--- config.mk ---
export PLATFORM = sky130hd
export DESIGN_NAME = fetch_sequencer
export DESIGN_NICKNAME = d
export VERILOG_FILES = /design/src/rtl/fetch_sequencer_pkg.sv /design/src/rtl/fetch_sequencer_ras.sv /design/src/rtl/fetch_sequencer.sv
export SDC_FILE = /design/constraint.sdc
export NUM_CORES = 1
export LEC_CHECK = 0
export ABC_AREA = 1
export BUFFER_PORTS_ARGS = -buffer_cell sky130_fd_sc_hd__buf_2
export CAP_MARGIN = 10
export CORE_MARGIN = 3
export CORE_UTILIZATION = 58
export CTS_CLUSTER_DIAMETER = 60
export CTS_CLUSTER_SIZE = 40
export DETAILED_ROUTE_END_ITERATION = 6
export PLACE_DENSITY = 0.81
export SLEW_MARGIN = 40
export SYNTH_ARGS = -nofsm -noshare
export SYNTH_HDL_FRONTEND = slang
export SYNTH_HIERARCHICAL = 1
export SYNTH_SLANG_ARGS = --single-unit
--- constraint.sdc ---
create_clock -name clk -period 2.8 [get_ports clk]
set_input_delay 0.42 -clock clk [delete_from_list [all_inputs] [get_ports clk]]
set_output_delay 0.42 -clock clk [all_outputs]
set_load 0.03 [all_outputs]
--- src/rtl/fetch_sequencer_pkg.sv ---
// fetch_sequencer_pkg: shared state encoding and opcode offset-field widths.
package fetch_sequencer_pkg;
  typedef enum logic [1:0] {FETCH, EXEC, HALT} state_e;
  localparam int CALL_OFF_W = 12;
  localparam int BR_OFF_W = 9;
endpackage

--- src/rtl/fetch_sequencer_ras.sv ---
// ras_stack: circular return-address stack; a push when full overwrites the oldest entry.
module ras_stack #(
  parameter int PC_W = 16,
  parameter int RAS_DEPTH = 4
) (
  input  logic            clk,
  input  logic            rst_n,
  input  logic            push,
  input  logic            pop,
  input  logic [PC_W-1:0] push_data,
  output logic [PC_W-1:0] top,
  output logic            full,
  output logic            empty
);
  localparam int AW = $clog2(RAS_DEPTH);
  logic [PC_W-1:0] mem_q [RAS_DEPTH];
  logic [AW-1:0] ptr_q, ptr_inc;
  logic [AW:0] cnt_q;
  assign ptr_inc = ptr_q + 1'b1;
  assign top = mem_q[ptr_q];
  assign full = cnt_q == (AW+1)'(RAS_DEPTH);
  assign empty = cnt_q == '0;
  always_ff @(posedge clk or negedge rst_n) begin
    if (!rst_n) begin
      ptr_q <= '0;
      cnt_q <= '0;
      for (int i = 0; i < RAS_DEPTH; i++) mem_q[i] <= '0;
    end else if (push) begin
      ptr_q <= ptr_inc;
      mem_q[ptr_inc] <= push_data;
      cnt_q <= full ? cnt_q : cnt_q + 1'b1;
    end else if (pop && !empty) begin
      ptr_q <= ptr_q - 1'b1;
      cnt_q <= cnt_q - 1'b1;
    end
  end
endmodule

--- src/rtl/fetch_sequencer.sv ---
// fetch_sequencer: FETCH/EXEC/HALT instruction sequencer with next-pc selection and a return-address stack.
module fetch_sequencer
  import fetch_sequencer_pkg::*;
#(
  parameter int PC_W = 16,
  parameter int RAS_DEPTH = 4,
  parameter logic [PC_W-1:0] RESET_PC = '0
) (
  input  logic            clk,
  input  logic            rst_n,
  output logic            imem_req,
  output logic [PC_W-1:0] imem_addr,
  input  logic            imem_ack,
  input  logic [15:0]     imem_data,
  output logic            instr_valid,
  output logic [15:0]     instr,
  output logic [PC_W-1:0] pc,
  input  logic            jr_en,
  input  logic [PC_W-1:0] jr_target,
  input  logic            call_en,
  input  logic            ret_en,
  input  logic            br_en,
  input  logic            br_taken,
  input  logic            halt_en,
  output logic            hlt,
  output logic [31:0]     retired,
  output logic            ras_ovf,
  output logic            ras_unf
);
  state_e state_q;
  logic [PC_W-1:0] pc_q, pc_d, pc_inc, call_tgt, br_tgt, ras_top;
  logic [15:0] instr_q;
  logic [31:0] ret_q;
  logic req_q, ovf_q, unf_q, exec, push, pop, ras_full, ras_empty;
  assign exec = state_q == EXEC;
  assign pc_inc = pc_q + 1'b1;
  assign call_tgt = pc_inc + {{(PC_W-CALL_OFF_W){instr_q[CALL_OFF_W-1]}}, instr_q[CALL_OFF_W-1:0]};
  assign br_tgt = pc_inc + {{(PC_W-BR_OFF_W){instr_q[BR_OFF_W-1]}}, instr_q[BR_OFF_W-1:0]};
  assign pop = exec && !halt_en && !jr_en && ret_en;
  assign push = exec && !halt_en && !jr_en && !ret_en && call_en;
  always_comb pc_d = jr_en ? jr_target :
                     ret_en ? (ras_empty ? pc_inc : ras_top) :
                     call_en ? call_tgt :
                     (br_en && br_taken) ? br_tgt : pc_inc;
  ras_stack #(.PC_W(PC_W), .RAS_DEPTH(RAS_DEPTH)) u_ras (
    .clk(clk), .rst_n(rst_n), .push(push), .pop(pop), .push_data(pc_inc),
    .top(ras_top), .full(ras_full), .empty(ras_empty)
  );
  // req_q stays low for the first cycle after reset so a stale ack cannot be captured
  always_ff @(posedge clk or negedge rst_n) begin
    if (!rst_n) begin
      state_q <= FETCH;
      pc_q <= RESET_PC;
      req_q <= 1'b0;
      instr_q <= '0;
      ret_q <= '0;
      ovf_q <= 1'b0;
      unf_q <= 1'b0;
    end else begin
      case (state_q)
        FETCH: begin
          if (req_q && imem_ack) begin
            instr_q <= imem_data;
            req_q <= 1'b0;
            state_q <= EXEC;
          end else req_q <= 1'b1;
        end
        EXEC: begin
          ret_q <= ret_q + {31'd0, ~&ret_q};
          ovf_q <= ovf_q | (push && ras_full);
          unf_q <= unf_q | (pop && ras_empty);
          if (halt_en) state_q <= HALT;
          else begin
            pc_q <= pc_d;
            req_q <= 1'b1;
            state_q <= FETCH;
          end
        end
        default: ;
      endcase
    end
  end
  assign imem_req = req_q;
  assign imem_addr = pc_q;
  assign instr_valid = exec;
  assign instr = instr_q;
  assign pc = pc_q;
  assign hlt = state_q == HALT;
  assign retired = ret_q;
  assign ras_ovf = ovf_q;
  assign ras_unf = unf_q;
endmodule

==> impl_metrics.py, run 1 <==
metrics = {
    "setup_path": {
        "critPathKind": "register to register",
        "startpoint_type": "register",
        "max_stage_delay_ns": 0.48,
        "r2r_start": "imem_addr[2]",
        "rr_worst_depth": 20,
        "cp_cell_sequence": "nand2_1 -> inv_2 -> nand3_4 -> buf_6 -> nor3_4 -> xor2_1 -> buf_4 -> ha_4 -> nand2_4 -> nor2_2 -> nor2_1 -> nand3_2 -> nor2_1 -> nor2_1 -> buf_4 -> o21ai_4 -> nand2_1 -> nand2_1 -> nand2_1 -> nand2_1",
        "end_kind": "register",
        "worstPathRequired_ns": 3.17,
        "crit_path_max_fanout": 4,
        "r2r_slack_ns": -0.25,
        "critPathSlowestCell": "dfrtp_1",
        "arrival_ns": 3.42,
        "cp_common_cell": "nand2_1",
        "r2r-end": "imem_addr[12]",
    },
    "global_routing": {
        "grt_max_degree": 58,
        "track_usage_pct": 32.5,
        "grt_pass1_wl_um": 41700,
        "antenna_found_initial": 0,
        "grt.overflow.total": 0,
        "grt_pass1_vias": 8177,
    },
    "timing": {
        "post-route-period-util_pct": 109,
        "fin_ws_ns": -0.253,
        "rsz0062_at_grt": "yes",
        "final-setup-viol-count": 9,
        "period_minus_slack_ns": 3.05,
        "drv_slew": 0,
        "slew_headroom_pct": 45.6,
        "hold_violations": 0,
        "max_freq_ghz": 0.328,
        "finClkSkew_ns": 0.00969,
        "tightestPinTransition_ns": 0.816,
    },
    "yosys": {
        "yosys_warnings": 6,
        "synth_cell_types": 44,
        "synth_top_area_cell": "dfrtp_1",
        "synth_area_mm2": 0.00851,
        "synthFlopType": "dfrtp_1",
        "synth-seq-cells": 138,
        "synthCells": 1118,
        "synthArstFlopShare_pct": 100,
        "synth_top_area_share_pct": 40.6,
        "avgSynthCellArea_um2": 7.61,
        "synth_area_leaders": "dfrtp_1 (41%), nand2_1 (13%), o21ai_0 (6.7%)",
        "yosysSeqAreaShare_pct": 40.6,
        "synth_edf_count": 0,
        "synthesis.nets": 1193,
    },
    "hold_path": {
        "hold_path_class": "input pin to register",
        "hold_end": "instr[7]",
        "hold_path_depth": 2,
        "hold_start": "imem_data[7]",
    },
    "finish": {
        "stdcell_area_mm2": 0.0113,
        "drive_gt1_share_pct": 31.8,
        "final_common_cell": "nand2_1",
        "fillers": 938,
        "fin_nets": 1383,
        "antenna_cells": 0,
        "mostFrequentLayoutCells": "nand2_1 (267), dfrtp_1 (137), buf_2 (124), o21ai_0 (102), buf_4 (91)",
        "fin_util_pct": 79.8,
        "area_delta_synth_final_pct": 32.2,
    },
    "die": {
        "die_area_mm2": 0.0162,
        "ioPinCount": 126,
        "initial_core_util_pct": 60.4,
        "die_h_um": 127,
        "rows": 43,
        "die_w_um": 127,
        "core_area_mm2": 0.0141,
    },
    "clock_tree": {
        "cts_tree": "built",
        "cts_root_buf": "clkbuf_16",
        "clock_path_buffers": 2,
        "htree_levels": 4,
        "cts-buffers-inserted": 17,
        "cts.clk_slew.worst_paths_ns": 0.06,
        "clkLatencyLatePin_ns": 0.43,
        "cts_sinks": 138,
    },
    "route": {
        "routed_wl_um": 28000,
        "drtIter0Drc": 1032,
        "wl_per_cell_um": 18.7,
        "firstDrtPassIters": 5,
        "ant_nets": 0,
        "vias": 8891,
        "vias_per_cell": 5.93,
        "drc": 0,
    },
    "placement": {
        "gp_congestion": 1.00,
        "dpl_cell_area_mm2": 0.00973,
        "dp_hpwl_um": 18200,
        "portBuffers": 125,
    },
    "power": {
        "power_density_mw_per_mm2": 1130,
        "ir_worst_vdd_uv": 881,
        "power_mw": 12.8,
        "power.leakage_nw": 5.74,
    },
    "status": {
        "failed_checks": "negative setup slack",
        "status": "complete, but fails checks",
    },
    "flow_run": {
        "maxCapViolCount": 0,
    },
}
[timing repair]
action / CTS / global route
resized for setup: 51 / 119
endpoints found under the setup margin: 11 / 14
hold endpoints to repair: 54 / 0
buffers inserted: 2 / 14
hold buffers: 1 / 0
pin swaps: 10 / 51
[how the worst max path moves through the flow]
stage,startpoint,endpoint,slack (ns),cells past startpoint
after global placement,imem_addr[1],imem_addr[12],-0.30,19
after detailed placement,imem_addr[1],imem_addr[12],-0.30,19
after CTS,imem_addr[2],imem_addr[10],-0.02,16
after floorplan,imem_addr[1],imem_addr[10],0.08,16
final,imem_addr[2],imem_addr[12],-0.25,20
after global routing,imem_addr[2],imem_addr[12],-0.29,20
[critical path, delay by kind of cell, from the launching register on]
family / cells / cell delay [ns]
adder cells (fa/ha/maj): 1 / 0.25
AND/OR/NAND/NOR: 13 / 1.25
buffers and inverters: 4 / 0.65
AO/OA/AOI/OAI: 1 / 0.15
XOR/XNOR: 1 / 0.22
flip-flops: 1 / 0.48
[flip-flops by register name, summed over array words and instances, names as in the netlist]
signal	flops
ras_ovf	1
imem_req	1
u_ras/mem_q	64
u_ras/cnt_q	3
instr	16
retired	32
ras_unf	1
imem_addr	16
state_q	2
u_ras/ptr_q	2
[Yosys cell counts, drive strengths merged (3+ instances only)]
library cell / number
a21o: 4
a21oi: 40
buf: 35
clkbuf: 18
dfrtp: 138
ha: 32
inv: 103
mux2: 14
nand2: 301
nand3: 63
nand3b: 6
nand4: 8
nor2: 112
nor3: 12
nor4: 6
o211ai: 14
o21ai: 130
o22ai: 18
or2: 3
xnor2: 16
xor2: 31
[power by group]
part | switching (mW) | internal [mW] | leakage, nW
Combinational | 4.43 | 3.02 | 3.55
Sequential | 0.447 | 2.25 | 1.86
Clock | 0.889 | 1.72 | 0.320
Total | 5.77 | 6.99 | 5.74
[final cells by class]
type	count	area, um2	share of cell area (%)
Clock buffer	21	460	4.09
Clock inverter	10	213	1.89
Inverter	104	398	3.54
Multi-Input combinational cell	823	5080	45.2
Sequential cell	138	3450	30.7
Tap cell	180	225	2.00
Timing Repair Buffer	224	1420	12.6
[per-layer routing]
layer	global-route usage, %	wire (um)
met2	51.9	13100
met3	6.44	2670
met4	11.7	1190
met5	0	0
met1	44.3	11100
[kinds of logic (layout without fill, tap and decap cells)]
| kind of cell | after synthesis | in the layout | share of synthesized area [%] |
|---|---|---|---|
| buf+inv | 157 | 359 | 7.95 |
| flops | 138 | 138 | 40.6 |
| fa+ha+maj | 34 | 34 | 5.17 |
| xor+xnor | 47 | 47 | 4.84 |
| simple gates | 514 | 514 | 26.0 |
| compound gates | 214 | 214 | 13.7 |
| mux | 14 | 14 | 1.85 |
[stage by stage]
step	setup slack (ns)	TNS, ns	instances	hold slack [ns]
final	-0.253	-1.02	1500	0.221
after detailed placement	-0.305	-1.39	1453	0.421
after floorplan	0.0833	0	1118	0.124
after global placement	-0.301	-1.06	1453	0.418
after CTS	-0.0189	-0.0303	1487	0.215
after global routing	-0.294	-1.84	1500	0.216
(Power assumes the default switching activity.)
==> run 2, diff against run 1 <==
--- a/config.mk
+++ b/config.mk
@@ -8,6 +8,7 @@
 export ABC_AREA = 1
 export BUFFER_PORTS_ARGS = -buffer_cell sky130_fd_sc_hd__buf_2
 export CAP_MARGIN = 10
+export CORE_ASPECT_RATIO = 0.7
 export CORE_MARGIN = 3
 export CORE_UTILIZATION = 58
 export CTS_CLUSTER_DIAMETER = 60
==> run 2 against run 1 <==
Compared with the run above:
- the run ends with design-rule violations, negative setup slack left
- first-iteration DRC count grew 3.5%
- routed wire length grew 3.2%
- core utilization shrank 0.98 points
- count of clock-buffer cells in the layout shrank 1
- combinational power shrank 2%
- global-route usage grew 0.46 points
- sequential cell count is the same
- clock power shrank 11%
- cell area shrank 0.89%
- critical path depth grew 1
- power shrank 3.4%
- highest routed layer unchanged
==> impl_metrics.py, run 2 (synthesized netlist as in run 1, its figures left out) <==
metrics = {
    "finish": {
        "regMostFlops": "u_ras/mem_q",
        "mostFrequentLayoutCells": "nand2_1 (260), dfrtp_1 (132), buf_2 (124), o21ai_0 (106), buf_4 (95)",
        "fin_nets": 1386,
        "final_common_cell": "nand2_1",
        "area_delta_synth_final_pct": 31.0,
        "drive_gt1_share_pct": 32.6,
        "largest_reg_flops": 64,
        "stdcell_area_mm2": 0.0112,
        "antenna_cells": 0,
        "layout.cells.non_filler": 1514,
    },
    "timing": {
        "fin_ws_ns": -0.0659,
        "post-route-period-util_pct": 102,
        "period_minus_slack_ns": 2.87,
        "slew_headroom_pct": 38.8,
        "final-setup-viol-count": 3,
        "tightestPinTransition_ns": 0.917,
        "rsz0062_at_grt": "yes",
        "finClkSkew_ns": 0.0111,
        "max_freq_ghz": 0.349,
        "hold_violations": 0,
        "drv_slew": 0,
    },
    "clock_tree": {
        "clock_path_buffers": 2,
        "cts_tree": "built",
        "cts-buffers-inserted": 17,
        "cts.clk_slew.worst_paths_ns": 0.07,
        "cts_sinks": 138,
        "clkLatencyLatePin_ns": 0.42,
        "htree_levels": 4,
        "cts_root_buf": "clkbuf_16",
    },
    "setup_path": {
        "critPathSlowestCell": "dfrtp_1",
        "end_kind": "register",
        "critPathKind": "register to register",
        "cp_common_cell": "nand2_1",
        "arrival_ns": 3.18,
        "cp_cell_sequence": "buf_4 -> buf_4 -> inv_4 -> nor2_4 -> inv_2 -> nand2_2 -> o21ai_2 -> inv_2 -> ha_4 -> nand2_1 -> nand3b_1 -> nand2_2 -> nand3_1 -> nand3_1 -> nand3_2 -> nand2_1 -> nand2_1 -> nand2_1 -> nand2_1 -> nand2_1 -> nand2_1",
        "crit_path_max_fanout": 5,
        "startpoint_type": "register",
        "worstPathRequired_ns": 3.11,
        "max_stage_delay_ns": 0.42,
    },
    "die": {
        "initial_core_util_pct": 60.2,
        "die_area_mm2": 0.0162,
        "die_h_um": 107,
        "core_area_mm2": 0.0141,
        "ioPinCount": 126,
        "die_w_um": 151,
        "rows": 36,
    },
    "route": {
        "vias_per_cell": 5.95,
        "drc": 5,
        "wl_per_cell_um": 19.1,
        "drtIter0Drc": 1068,
        "ant_nets": 0,
        "routed_wl_um": 28900,
        "vias": 9008,
        "firstDrtPassIters": 7,
    },
    "placement": {
        "portBuffers": 125,
        "dp_hpwl_um": 18400,
        "preCtsSetupSlack_ns": -0.161,
        "dp_cells": 1460,
        "gp_congestion": 0.932,
        "dpl_cell_area_mm2": 0.00970,
    },
    "power": {
        "power_density_mw_per_mm2": 1100,
        "power_mw": 12.3,
        "power.leakage_nw": 5.69,
        "ir_worst_vdd_uv": 903,
    },
    "global_routing": {
        "grt_pass1_vias": 7849,
        "grt_max_degree": 81,
        "track_usage_pct": 33.0,
        "antenna_found_initial": 0,
        "grt_pass1_wl_um": 41600,
        "grt.overflow.total": 0,
    },
    "flow_run": {
        "maxCapViolCount": 0,
    },
    "status": {
        "status": "complete, but fails checks",
        "failed_checks": "design-rule violations, negative setup slack",
    },
    "hold_path": {
        "hold_path_class": "input pin to register",
    },
}
run 2: what timing repair did:
action,in CTS,in global routing
pin swaps,2,27
setup endpoints to repair,10,12
endpoints found under the hold margin,0,20
hold buffers,0,1
resized for setup,20,146
buffers inserted,1,19
run 2: critical path, delay by kind of cell, from the launching register on:
family	cells	cell delay [ns]
AO/OA/AOI/OAI	1	0.10
adder cells (fa/ha/maj)	1	0.33
buffers and inverters	5	0.54
flip-flops	1	0.42
AND/OR/NAND/NOR	14	1.34
run 2: cell type report:
class                           count  area, um2
Clock buffer                       20        457
Sequential cell                   138       3460
Timing Repair Buffer              227       1440
Tap cell                          190        238
Fill cell                         896       2990
Multi-Input combinational cell    823       5020
Inverter                          104        403
Clock inverter                     12        140
run 2: metal layers:
layer | up-vias | GRT usage [%] | routed length (um)
met5 | - | 0 | 0
met1 | 4245 | 47.3 | 11600
met2 | 612 | 49.1 | 13000
met4 | 0 | 11.0 | 1260
li1 | 4034 | - | -
met3 | 117 | 7.95 | 3080
run 2: report_power, final:
| part | switching [mW] | internal, mW |
|---|---|---|
| Sequential | 0.435 | 2.26 |
| Combinational | 4.35 | 2.96 |
| Clock | 0.952 | 1.37 |
| Total | 5.73 | 6.59 |
run 2: worst paths after layout:
check	start	endpoint	slack (ns)	depth (start not counted)
max reg2reg	imem_addr[4]	imem_addr[14]	-0.07	21
max in group asynchronous	rst_n	u_ras/mem_q[5]	1.43	4
min in group asynchronous	rst_n	u_ras/cnt_q[2]	0.40	2
max	imem_addr[4]	imem_addr[14]	-0.07	21
min	imem_data[2]	instr[2]	0.23	2
min reg2reg	ras_ovf	ras_ovf	0.47	1
run 2: metrics by stage:
stage	TNS (ns)	utilization (%)	hold WS (ns)
detailed placement	-0.912	68.6	0.467
CTS	-0.0353	73.6	0.0700
global placement	-0.708	68.6	0.443
finish	-0.111	78.9	0.227
floorplan	0	-	0.124
global route	-1.08	78.9	0.226
